## config.mk

```make
export PLATFORM = sky130hd
export DESIGN_NAME = decode_stage
export DESIGN_NICKNAME = d
export VERILOG_FILES = /design/src/rtl/decode_pkg.sv /design/src/rtl/decode_comb.sv /design/src/rtl/decode_stage.sv
export SDC_FILE = /design/constraint.sdc
export NUM_CORES = 1
export LEC_CHECK = 0
export CAP_MARGIN = 30
export CORE_MARGIN = 2
export CORE_UTILIZATION = 30
export CTS_BUF_LIST = sky130_fd_sc_hd__clkbuf_8
export DETAILED_ROUTE_END_ITERATION = 10
export GPL_ROUTABILITY_DRIVEN = 0
export SKIP_LAST_GASP = 1
export SLEW_MARGIN = 20
export SYNTH_ARGS = -nofsm -noshare
export SYNTH_HDL_FRONTEND = slang
export SYNTH_HIERARCHICAL = 1
export SYNTH_SLANG_ARGS = --single-unit
```

## constraint.sdc

```tcl
create_clock -name clk -period 3.43 [get_ports clk]
set_clock_uncertainty 0.1 [all_clocks]
set_input_delay 0.686 -clock clk [delete_from_list [all_inputs] [get_ports clk]]
set_output_delay 0.686 -clock clk [all_outputs]
set_load 0.02 [all_outputs]
```

## src/rtl/decode_pkg.sv

```systemverilog
// Shared encodings for the ID stage: opcodes, ALU/immediate/result select codes,
// the decoded control bundle and the skid-buffer state type.
package decode_pkg;

    localparam logic [6:0] OPC_LOAD      = 7'b0000011;
    localparam logic [6:0] OPC_OP_IMM    = 7'b0010011;
    localparam logic [6:0] OPC_OP_IMM_32 = 7'b0011011;
    localparam logic [6:0] OPC_STORE     = 7'b0100011;
    localparam logic [6:0] OPC_OP        = 7'b0110011;
    localparam logic [6:0] OPC_LUI       = 7'b0110111;
    localparam logic [6:0] OPC_OP_32     = 7'b0111011;
    localparam logic [6:0] OPC_BRANCH    = 7'b1100011;
    localparam logic [6:0] OPC_JALR      = 7'b1100111;
    localparam logic [6:0] OPC_JAL       = 7'b1101111;

    localparam logic [4:0] ALU_ADD       = 5'd0;
    localparam logic [4:0] ALU_SUB       = 5'd1;
    localparam logic [4:0] ALU_AND       = 5'd2;
    localparam logic [4:0] ALU_OR        = 5'd3;
    localparam logic [4:0] ALU_SLT       = 5'd4;
    localparam logic [4:0] ALU_XOR       = 5'd5;
    localparam logic [4:0] ALU_SH1ADD    = 5'd8;
    localparam logic [4:0] ALU_SH2ADD    = 5'd9;
    localparam logic [4:0] ALU_SH3ADD    = 5'd10;
    localparam logic [4:0] ALU_ADD_UW    = 5'd11;
    localparam logic [4:0] ALU_SH1ADD_UW = 5'd12;
    localparam logic [4:0] ALU_SH2ADD_UW = 5'd13;
    localparam logic [4:0] ALU_SH3ADD_UW = 5'd14;
    localparam logic [4:0] ALU_SLLI_UW   = 5'd15;

    localparam logic [2:0] IMM_I = 3'b000;
    localparam logic [2:0] IMM_S = 3'b001;
    localparam logic [2:0] IMM_B = 3'b010;
    localparam logic [2:0] IMM_U = 3'b011;
    localparam logic [2:0] IMM_J = 3'b100;

    localparam logic [1:0] RES_ALU = 2'b00;
    localparam logic [1:0] RES_MEM = 2'b01;
    localparam logic [1:0] RES_PC4 = 2'b10;
    localparam logic [1:0] RES_IMM = 2'b11;

    // wd3_src marks link-register writes (JAL/JALR), where the write data is PC+4.
    typedef struct packed {
        logic       reg_write;
        logic       mem_write;
        logic       alu_src;
        logic       branch;
        logic       jump;
        logic       wd3_src;
        logic       word_op;
        logic       illegal;
        logic [1:0] result_src;
        logic [2:0] imm_src;
        logic [4:0] alu_control;
    } ctrl_t;

    localparam ctrl_t CTRL_NONE = ctrl_t'(18'h0);

    typedef enum logic [1:0] {
        ST_EMPTY = 2'b00,
        ST_ONE   = 2'b01,
        ST_TWO   = 2'b10
    } buf_state_t;

endpackage

```

## src/rtl/decode_comb.sv

```systemverilog
// Pure combinational RV32/RV64 + Zba decoder: raw instruction to control bundle.
// Anything not explicitly recognised comes out as illegal with all controls cleared.
module decode_comb
    import decode_pkg::*;
#(
    parameter int XLEN   = 64,
    parameter int ZBA_EN = 1
) (
    input  logic [31:0] instr,
    output ctrl_t       ctrl
);

    localparam logic RV64_L = (XLEN == 64);
    localparam logic ZBA_L  = (ZBA_EN != 0);

    logic [6:0] opcode_s;
    logic [2:0] funct3_s;
    logic [6:0] funct7_s;
    logic       legal_s;
    ctrl_t      fields_s;
    logic       unused_s;

    assign opcode_s = instr[6:0];
    assign funct3_s = instr[14:12];
    assign funct7_s = instr[31:25];
    assign unused_s = ^{instr[24:15], instr[11:7]};

    // Field decode per opcode, then mask everything if the encoding is not legal.
    always_comb begin
        fields_s = CTRL_NONE;
        legal_s  = 1'b0;
        case (opcode_s)
            OPC_LOAD: begin
                fields_s.reg_write  = 1'b1;
                fields_s.alu_src    = 1'b1;
                fields_s.result_src = RES_MEM;
                fields_s.imm_src    = IMM_I;
                case (funct3_s)
                    3'b000, 3'b001, 3'b010, 3'b100, 3'b101: legal_s = 1'b1;
                    3'b011, 3'b110:                         legal_s = RV64_L;
                    default:                                legal_s = 1'b0;
                endcase
            end
            OPC_STORE: begin
                fields_s.mem_write = 1'b1;
                fields_s.alu_src   = 1'b1;
                fields_s.imm_src   = IMM_S;
                case (funct3_s)
                    3'b000, 3'b001, 3'b010: legal_s = 1'b1;
                    3'b011:                 legal_s = RV64_L;
                    default:                legal_s = 1'b0;
                endcase
            end
            OPC_OP: begin
                fields_s.reg_write = 1'b1;
                case ({funct7_s, funct3_s})
                    {7'b0000000, 3'b000}: begin fields_s.alu_control = ALU_ADD;    legal_s = 1'b1;  end
                    {7'b0100000, 3'b000}: begin fields_s.alu_control = ALU_SUB;    legal_s = 1'b1;  end
                    {7'b0000000, 3'b111}: begin fields_s.alu_control = ALU_AND;    legal_s = 1'b1;  end
                    {7'b0000000, 3'b110}: begin fields_s.alu_control = ALU_OR;     legal_s = 1'b1;  end
                    {7'b0000000, 3'b010}: begin fields_s.alu_control = ALU_SLT;    legal_s = 1'b1;  end
                    {7'b0000000, 3'b100}: begin fields_s.alu_control = ALU_XOR;    legal_s = 1'b1;  end
                    {7'b0010000, 3'b010}: begin fields_s.alu_control = ALU_SH1ADD; legal_s = ZBA_L; end
                    {7'b0010000, 3'b100}: begin fields_s.alu_control = ALU_SH2ADD; legal_s = ZBA_L; end
                    {7'b0010000, 3'b110}: begin fields_s.alu_control = ALU_SH3ADD; legal_s = ZBA_L; end
                    default:              begin fields_s.alu_control = ALU_ADD;    legal_s = 1'b0;  end
                endcase
            end
            OPC_OP_IMM: begin
                fields_s.reg_write = 1'b1;
                fields_s.alu_src   = 1'b1;
                fields_s.imm_src   = IMM_I;
                legal_s            = 1'b1;
                case (funct3_s)
                    3'b000:  fields_s.alu_control = ALU_ADD;
                    3'b010:  fields_s.alu_control = ALU_SLT;
                    3'b100:  fields_s.alu_control = ALU_XOR;
                    3'b110:  fields_s.alu_control = ALU_OR;
                    3'b111:  fields_s.alu_control = ALU_AND;
                    default: legal_s = 1'b0;
                endcase
            end
            OPC_OP_32: begin
                fields_s.reg_write = 1'b1;
                case ({funct7_s, funct3_s})
                    {7'b0000000, 3'b000}: begin
                        fields_s.alu_control = ALU_ADD;
                        fields_s.word_op     = 1'b1;
                        legal_s              = RV64_L;
                    end
                    {7'b0100000, 3'b000}: begin
                        fields_s.alu_control = ALU_SUB;
                        fields_s.word_op     = 1'b1;
                        legal_s              = RV64_L;
                    end
                    {7'b0000100, 3'b000}: begin fields_s.alu_control = ALU_ADD_UW;    legal_s = RV64_L & ZBA_L; end
                    {7'b0010000, 3'b010}: begin fields_s.alu_control = ALU_SH1ADD_UW; legal_s = RV64_L & ZBA_L; end
                    {7'b0010000, 3'b100}: begin fields_s.alu_control = ALU_SH2ADD_UW; legal_s = RV64_L & ZBA_L; end
                    {7'b0010000, 3'b110}: begin fields_s.alu_control = ALU_SH3ADD_UW; legal_s = RV64_L & ZBA_L; end
                    default:              begin fields_s.alu_control = ALU_ADD;       legal_s = 1'b0;           end
                endcase
            end
            OPC_OP_IMM_32: begin
                fields_s.reg_write = 1'b1;
                fields_s.alu_src   = 1'b1;
                fields_s.imm_src   = IMM_I;
                if (funct3_s == 3'b000) begin
                    fields_s.word_op = 1'b1;
                    legal_s          = RV64_L;
                end else if ((funct3_s == 3'b001) && (instr[31:26] == 6'b000010)) begin
                    fields_s.alu_control = ALU_SLLI_UW;
                    legal_s              = RV64_L & ZBA_L;
                end else begin
                    legal_s = 1'b0;
                end
            end
            OPC_BRANCH: begin
                fields_s.branch      = 1'b1;
                fields_s.imm_src     = IMM_B;
                fields_s.alu_control = ALU_SUB;
                legal_s              = (funct3_s != 3'b010) && (funct3_s != 3'b011);
            end
            OPC_JAL: begin
                fields_s.reg_write  = 1'b1;
                fields_s.jump       = 1'b1;
                fields_s.wd3_src    = 1'b1;
                fields_s.result_src = RES_PC4;
                fields_s.imm_src    = IMM_J;
                legal_s             = 1'b1;
            end
            OPC_JALR: begin
                fields_s.reg_write  = 1'b1;
                fields_s.jump       = 1'b1;
                fields_s.wd3_src    = 1'b1;
                fields_s.alu_src    = 1'b1;
                fields_s.result_src = RES_PC4;
                fields_s.imm_src    = IMM_I;
                legal_s             = (funct3_s == 3'b000);
            end
            OPC_LUI: begin
                fields_s.reg_write  = 1'b1;
                fields_s.result_src = RES_IMM;
                fields_s.imm_src    = IMM_U;
                legal_s             = 1'b1;
            end
            default: begin
                fields_s = CTRL_NONE;
                legal_s  = 1'b0;
            end
        endcase

        if (legal_s) begin
            ctrl = fields_s;
        end else begin
            ctrl         = CTRL_NONE;
            ctrl.illegal = 1'b1;
        end
    end

endmodule

```

## src/rtl/decode_stage.sv

```systemverilog
// Registered ID stage: decodes on entry and holds up to two entries (output
// register plus skid) behind a valid/ready handshake with a registered in_ready.
module decode_stage
    import decode_pkg::*;
#(
    parameter int XLEN   = 64,
    parameter int ZBA_EN = 1,
    parameter int ALUC_W = 5
) (
    input  logic              clk,
    input  logic              rst,
    input  logic              flush,
    input  logic              in_valid,
    output logic              in_ready,
    input  logic [31:0]       in_instr,
    input  logic [XLEN-1:0]   in_pc,
    output logic              out_valid,
    input  logic              out_ready,
    output logic [XLEN-1:0]   out_pc,
    output logic [31:0]       out_instr,
    output logic              reg_write,
    output logic              mem_write,
    output logic              alu_src,
    output logic              branch,
    output logic              jump,
    output logic              wd3_src,
    output logic              word_op,
    output logic              illegal,
    output logic [1:0]        result_src,
    output logic [2:0]        imm_src,
    output logic [ALUC_W-1:0] alu_control
);

    typedef struct packed {
        logic [XLEN-1:0] pc;
        logic [31:0]     instr;
        ctrl_t           ctrl;
    } entry_t;

    ctrl_t      dec_s;
    entry_t     in_entry_s;
    entry_t     out_r;
    entry_t     skid_r;
    buf_state_t state_r;
    buf_state_t state_nx_s;
    logic       out_valid_r;
    logic       in_ready_r;
    logic       out_valid_nx_s;
    logic       in_ready_nx_s;
    logic       accept_s;
    logic       pop_s;
    logic       load_out_in_s;
    logic       load_out_skid_s;
    logic       load_skid_s;

    decode_comb #(
        .XLEN   (XLEN),
        .ZBA_EN (ZBA_EN)
    ) u_decode_comb (
        .instr (in_instr),
        .ctrl  (dec_s)
    );

    assign in_entry_s = {in_pc, in_instr, dec_s};
    assign accept_s   = in_valid & in_ready_r;
    assign pop_s      = out_valid_r & out_ready;

    // Buffer state and the registered handshake flags.
    always_ff @(posedge clk) begin
        if (rst) begin
            state_r     <= ST_EMPTY;
            out_valid_r <= 1'b0;
            in_ready_r  <= 1'b1;
        end else begin
            state_r     <= state_nx_s;
            out_valid_r <= out_valid_nx_s;
            in_ready_r  <= in_ready_nx_s;
        end
    end

    // Next buffer occupancy; flush empties the buffer whatever else happens.
    always_comb begin
        state_nx_s = state_r;
        if (flush) begin
            state_nx_s = ST_EMPTY;
        end else begin
            case (state_r)
                ST_EMPTY: state_nx_s = accept_s ? ST_ONE : ST_EMPTY;
                ST_ONE: begin
                    if (accept_s && !pop_s) begin
                        state_nx_s = ST_TWO;
                    end else if (pop_s && !accept_s) begin
                        state_nx_s = ST_EMPTY;
                    end else begin
                        state_nx_s = ST_ONE;
                    end
                end
                ST_TWO:   state_nx_s = pop_s ? ST_ONE : ST_TWO;
                default:  state_nx_s = ST_EMPTY;
            endcase
        end
    end

    // Next handshake flags and payload-register load enables.
    always_comb begin
        out_valid_nx_s  = (state_nx_s != ST_EMPTY);
        in_ready_nx_s   = (state_nx_s != ST_TWO);
        load_out_in_s   = 1'b0;
        load_out_skid_s = 1'b0;
        load_skid_s     = 1'b0;
        if (flush) begin
            load_out_in_s = 1'b0;
        end else begin
            case (state_r)
                ST_EMPTY: load_out_in_s = accept_s;
                ST_ONE: begin
                    load_out_in_s = accept_s & pop_s;
                    load_skid_s   = accept_s & ~pop_s;
                end
                ST_TWO:   load_out_skid_s = pop_s;
                default:  load_out_in_s   = 1'b0;
            endcase
        end
    end

    // Payload registers; cleared on reset and flush so a dropped entry leaves no residue.
    always_ff @(posedge clk) begin
        if (rst || flush) begin
            out_r  <= '0;
            skid_r <= '0;
        end else begin
            if (load_out_in_s) begin
                out_r <= in_entry_s;
            end else if (load_out_skid_s) begin
                out_r <= skid_r;
            end else begin
                out_r <= out_r;
            end
            if (load_skid_s) begin
                skid_r <= in_entry_s;
            end else begin
                skid_r <= skid_r;
            end
        end
    end

    assign in_ready    = in_ready_r;
    assign out_valid   = out_valid_r;
    assign out_pc      = out_r.pc;
    assign out_instr   = out_r.instr;
    assign reg_write   = out_r.ctrl.reg_write;
    assign mem_write   = out_r.ctrl.mem_write;
    assign alu_src     = out_r.ctrl.alu_src;
    assign branch      = out_r.ctrl.branch;
    assign jump        = out_r.ctrl.jump;
    assign wd3_src     = out_r.ctrl.wd3_src;
    assign word_op     = out_r.ctrl.word_op;
    assign illegal     = out_r.ctrl.illegal;
    assign result_src  = out_r.ctrl.result_src;
    assign imm_src     = out_r.ctrl.imm_src;
    assign alu_control = ALUC_W'(out_r.ctrl.alu_control);

endmodule

```

==> results.py <==
metrics = {
    "clock_network": {
        "clk_latency_ns": 0.57,
        "cts_root_buf": "clkbuf_8",
        "clock-sinks": 232,
        "cts_hold_repair.buffers": 0,
        "cts_max_level": 2,
        "cts_resized": 0,
        "cts_setup_buffers": 0,
        "clk_pin_slew_worst_paths_ns": 0.06,
        "cts_tree": "built",
        "cts.path.max_buffers": 3,
        "cts_buffers": 43,
    },
    "synth": {
        "synth_cell_types": 64,
        "synth_seq_cells": 232,
        "postSynth.asyncResetShare_pct": 0,
        "synthTopCellsByArea": "dfxtp_1 (42%), a211oi_1 (12%), mux2i_1 (10%), a211oi_2 (6.9%), a21oi_1 (5.7%)",
        "synth_top_area_share_pct": 41.85,
        "syn_nets": 1292,
        "syn_area_mm2": 0.01110,
        "seq_area_frac_synth_pct": 41.85,
        "synthCells": 1190,
        "synth-main-ff-cell": "dfxtp_1",
        "yosys.area.top_type": "dfxtp_1",
        "avgSynthCellArea_um2": 9.325,
        "synth_edf_count": 0,
        "yosysWarnings": 6,
    },
    "sta": {
        "slew_headroom_pct": 35.44,
        "tns_ns": 0,
        "final_hold_viol_count": 0,
        "hold_slack_ns": 0.3747,
        "grt_setup_unrepaired": "false",
        "period_needed_ns": 2.885,
        "tightest_slew_ns": 0.9685,
        "finalWorstSetupSlack_ns": 0.5447,
        "fmaxAchievable_mhz": 346.6,
        "setup_viol_count_final": 0,
        "drv_slew": 0,
        "fin_crit_sh_pct": 84.12,
    },
    "placed_design": {
        "placed_area_mm2": 0.01355,
        "port_buffers": 216,
        "dp_hpwl_um": 20560,
        "dp_cells": 1761,
        "dpl_worst_slack_ns": 0.06272,
    },
    "floorplan": {
        "die_w_um": 196.3,
        "dieArea_mm2": 0.03854,
        "die_y_um": 196.3,
        "io_pins": 217,
        "start_util_pct": 30.38,
        "rows": 70,
        "core_mm2": 0.03652,
    },
    "grt": {
        "grtUsageTotal_pct": 18.92,
        "grt_pass1_vias": 10095,
        "grt_first_pass_wirelength_um": 58530,
        "grt_overflow": 0,
        "grt_antenna_before_repair": 0,
        "grt_start_max_net_pins": 117,
    },
    "hold_path": {
        "min-delay-path-class": "reg -> reg",
    },
    "setup_path": {
        "end_kind": "flop",
        "critical_path.max_stage_delay_ns": 0.63,
        "crit_arrival_ns": 3.28,
        "path_cells": "clkdlybuf4s50_1 > nor3_1 > and3_1 > a21oi_1 > o311ai_0 > buf_4 > a211oi_1 > a211oi_1",
        "cpMostUsedCell": "a211oi_1",
        "cp_max_fo": 6,
        "start_kind": "input port",
        "path_class": "in -> reg",
        "worstPathRequired_ns": 3.83,
        "cp_slowest_cell": "o311ai_0",
    },
    "finish": {
        "fin_cells": 1834,
        "drive_gt1_share_pct": 12.88,
        "fin_nets": 1440,
        "area_growth_pct": 29.36,
        "n_antenna_cell": 0,
        "design_area_mm2": 0.01436,
    },
    "detailed_routing": {
        "drt_first_pass_iters": 5,
        "drt_iter0_drc": 589,
        "ant_nets": 0,
        "viasPerCell": 5.576,
        "post_drt_wl_per_cell_um": 20.48,
        "vias": 10227,
        "wirelength_um": 37560,
        "drc_errors": 0,
    },
    "run": {
        "max-cap-violations": 0,
    },
    "status": {
        "status": "complete, no violations",
    },
    "pwr": {
        "leakagePower_nw": 5.239,
        "power_density_mw_per_mm2": 436.0,
        "ir_drop_uv": 279.3,
    },
}
## state kept, by name (all words and copies together), names as in the netlist, 2 cells and up
name	flops
result_src	2
imm_src	3
skid_r	114
out_instr	32
out_pc	64
state_r	2
alu_control	5
## per-stage QoR
stage          util, %  power, mW
2_1_floorplan        -      3.327
3_3_place_gp     37.09      3.729
3_5_place_dp     37.09      3.736
4_1_cts          39.30      6.343
5_1_grt          39.30      6.524
6_report         39.30      6.259
## path summary, 6_finish.rpt
check / from / endpoint / slack [ns] / cells past startpoint
max: in_instr[31] / alu_control[1] / 0.54 / 8
min: skid_r[11] / skid_r[11] / 0.37 / 2
max reg2reg: state_r[1] / out_pc[40] / 1.06 / 4
min reg2reg: skid_r[11] / skid_r[11] / 0.37 / 2
## per-layer routing
layer  part of all wire, %  track usage (%)  wire length (um)  vias up
met5                     0                0                 0        -
met4                   1.9            5.696               731        0
met3                   6.8            4.710              2548       51
met2                    47            30.51             17470      291
met1                    45            24.91             16810     5050
li1                      -                -                 -     4835
## worst max-delay path: cells and delay by family
kind | cells | cell delay [ns]
buffers and inverters | 2 | 0.83
AOI/OAI and AO/OA | 4 | 1.00
and+or+nand+nor | 2 | 0.76
## synth_stat cells (8+ instances only)
| cell | n |
|---|---|
| nand2_1 | 16 |
| buf_4 | 18 |
| a211oi_2 | 61 |
| nand3_1 | 119 |
| buf_6 | 14 |
| nor2_1 | 8 |
| a211oi_1 | 170 |
| o21ai_1 | 78 |
| clkbuf_1 | 95 |
| buf_2 | 17 |
| dfxtp_1 | 232 |
| a21oi_1 | 126 |
| o21ai_0 | 41 |
| mux2i_1 | 114 |
## cell usage in the layout, fill, tap and decap left out, drive strengths merged, types with 4 or more instances in the layout
cell type        n
o21ai          119
a21oi          126
buf             36
mux2i          114
clkdlybuf4s50  216
dfxtp          232
nand3          119
a211oi         231
clkbuf          52
clkinv           5
nor3             4
nor2             8
nand2b           4
nand2           16
inv             20
nor4             5
nand3b           5
## power by group
| part | switching [mW] | leakage (nW) | internal [mW] |
|---|---|---|---|
| clock network | 1.22 | 0.473 | 1.36 |
| registers | 0.0454 | 1.88 | 2.77 |
| logic | 0.492 | 2.88 | 0.371 |
## logic make-up after synthesis
logic type / count (synthesis) / synth area share [%]
compound gates: 500 / 31.45
flops: 232 / 41.85
simple gates: 187 / 9.223
buf+inv: 154 / 6.968
mux: 114 / 10.28
fa+ha+maj: 1 / 0.1127
other cells: 1 / 0.03379
xor+xnor: 1 / 0.07894
## cell type report
class                   instances  area [um^2]
clock inverters                21        93.84
inverters                       5        21.27
clock buffers                  52        715.7
repair buffers                252         2582
flip-flops and latches        232         4648
fillers                      3640        22170
multi-input cells             804         5708
well taps                     468        585.6
Power figures use the tool's default switching activity.
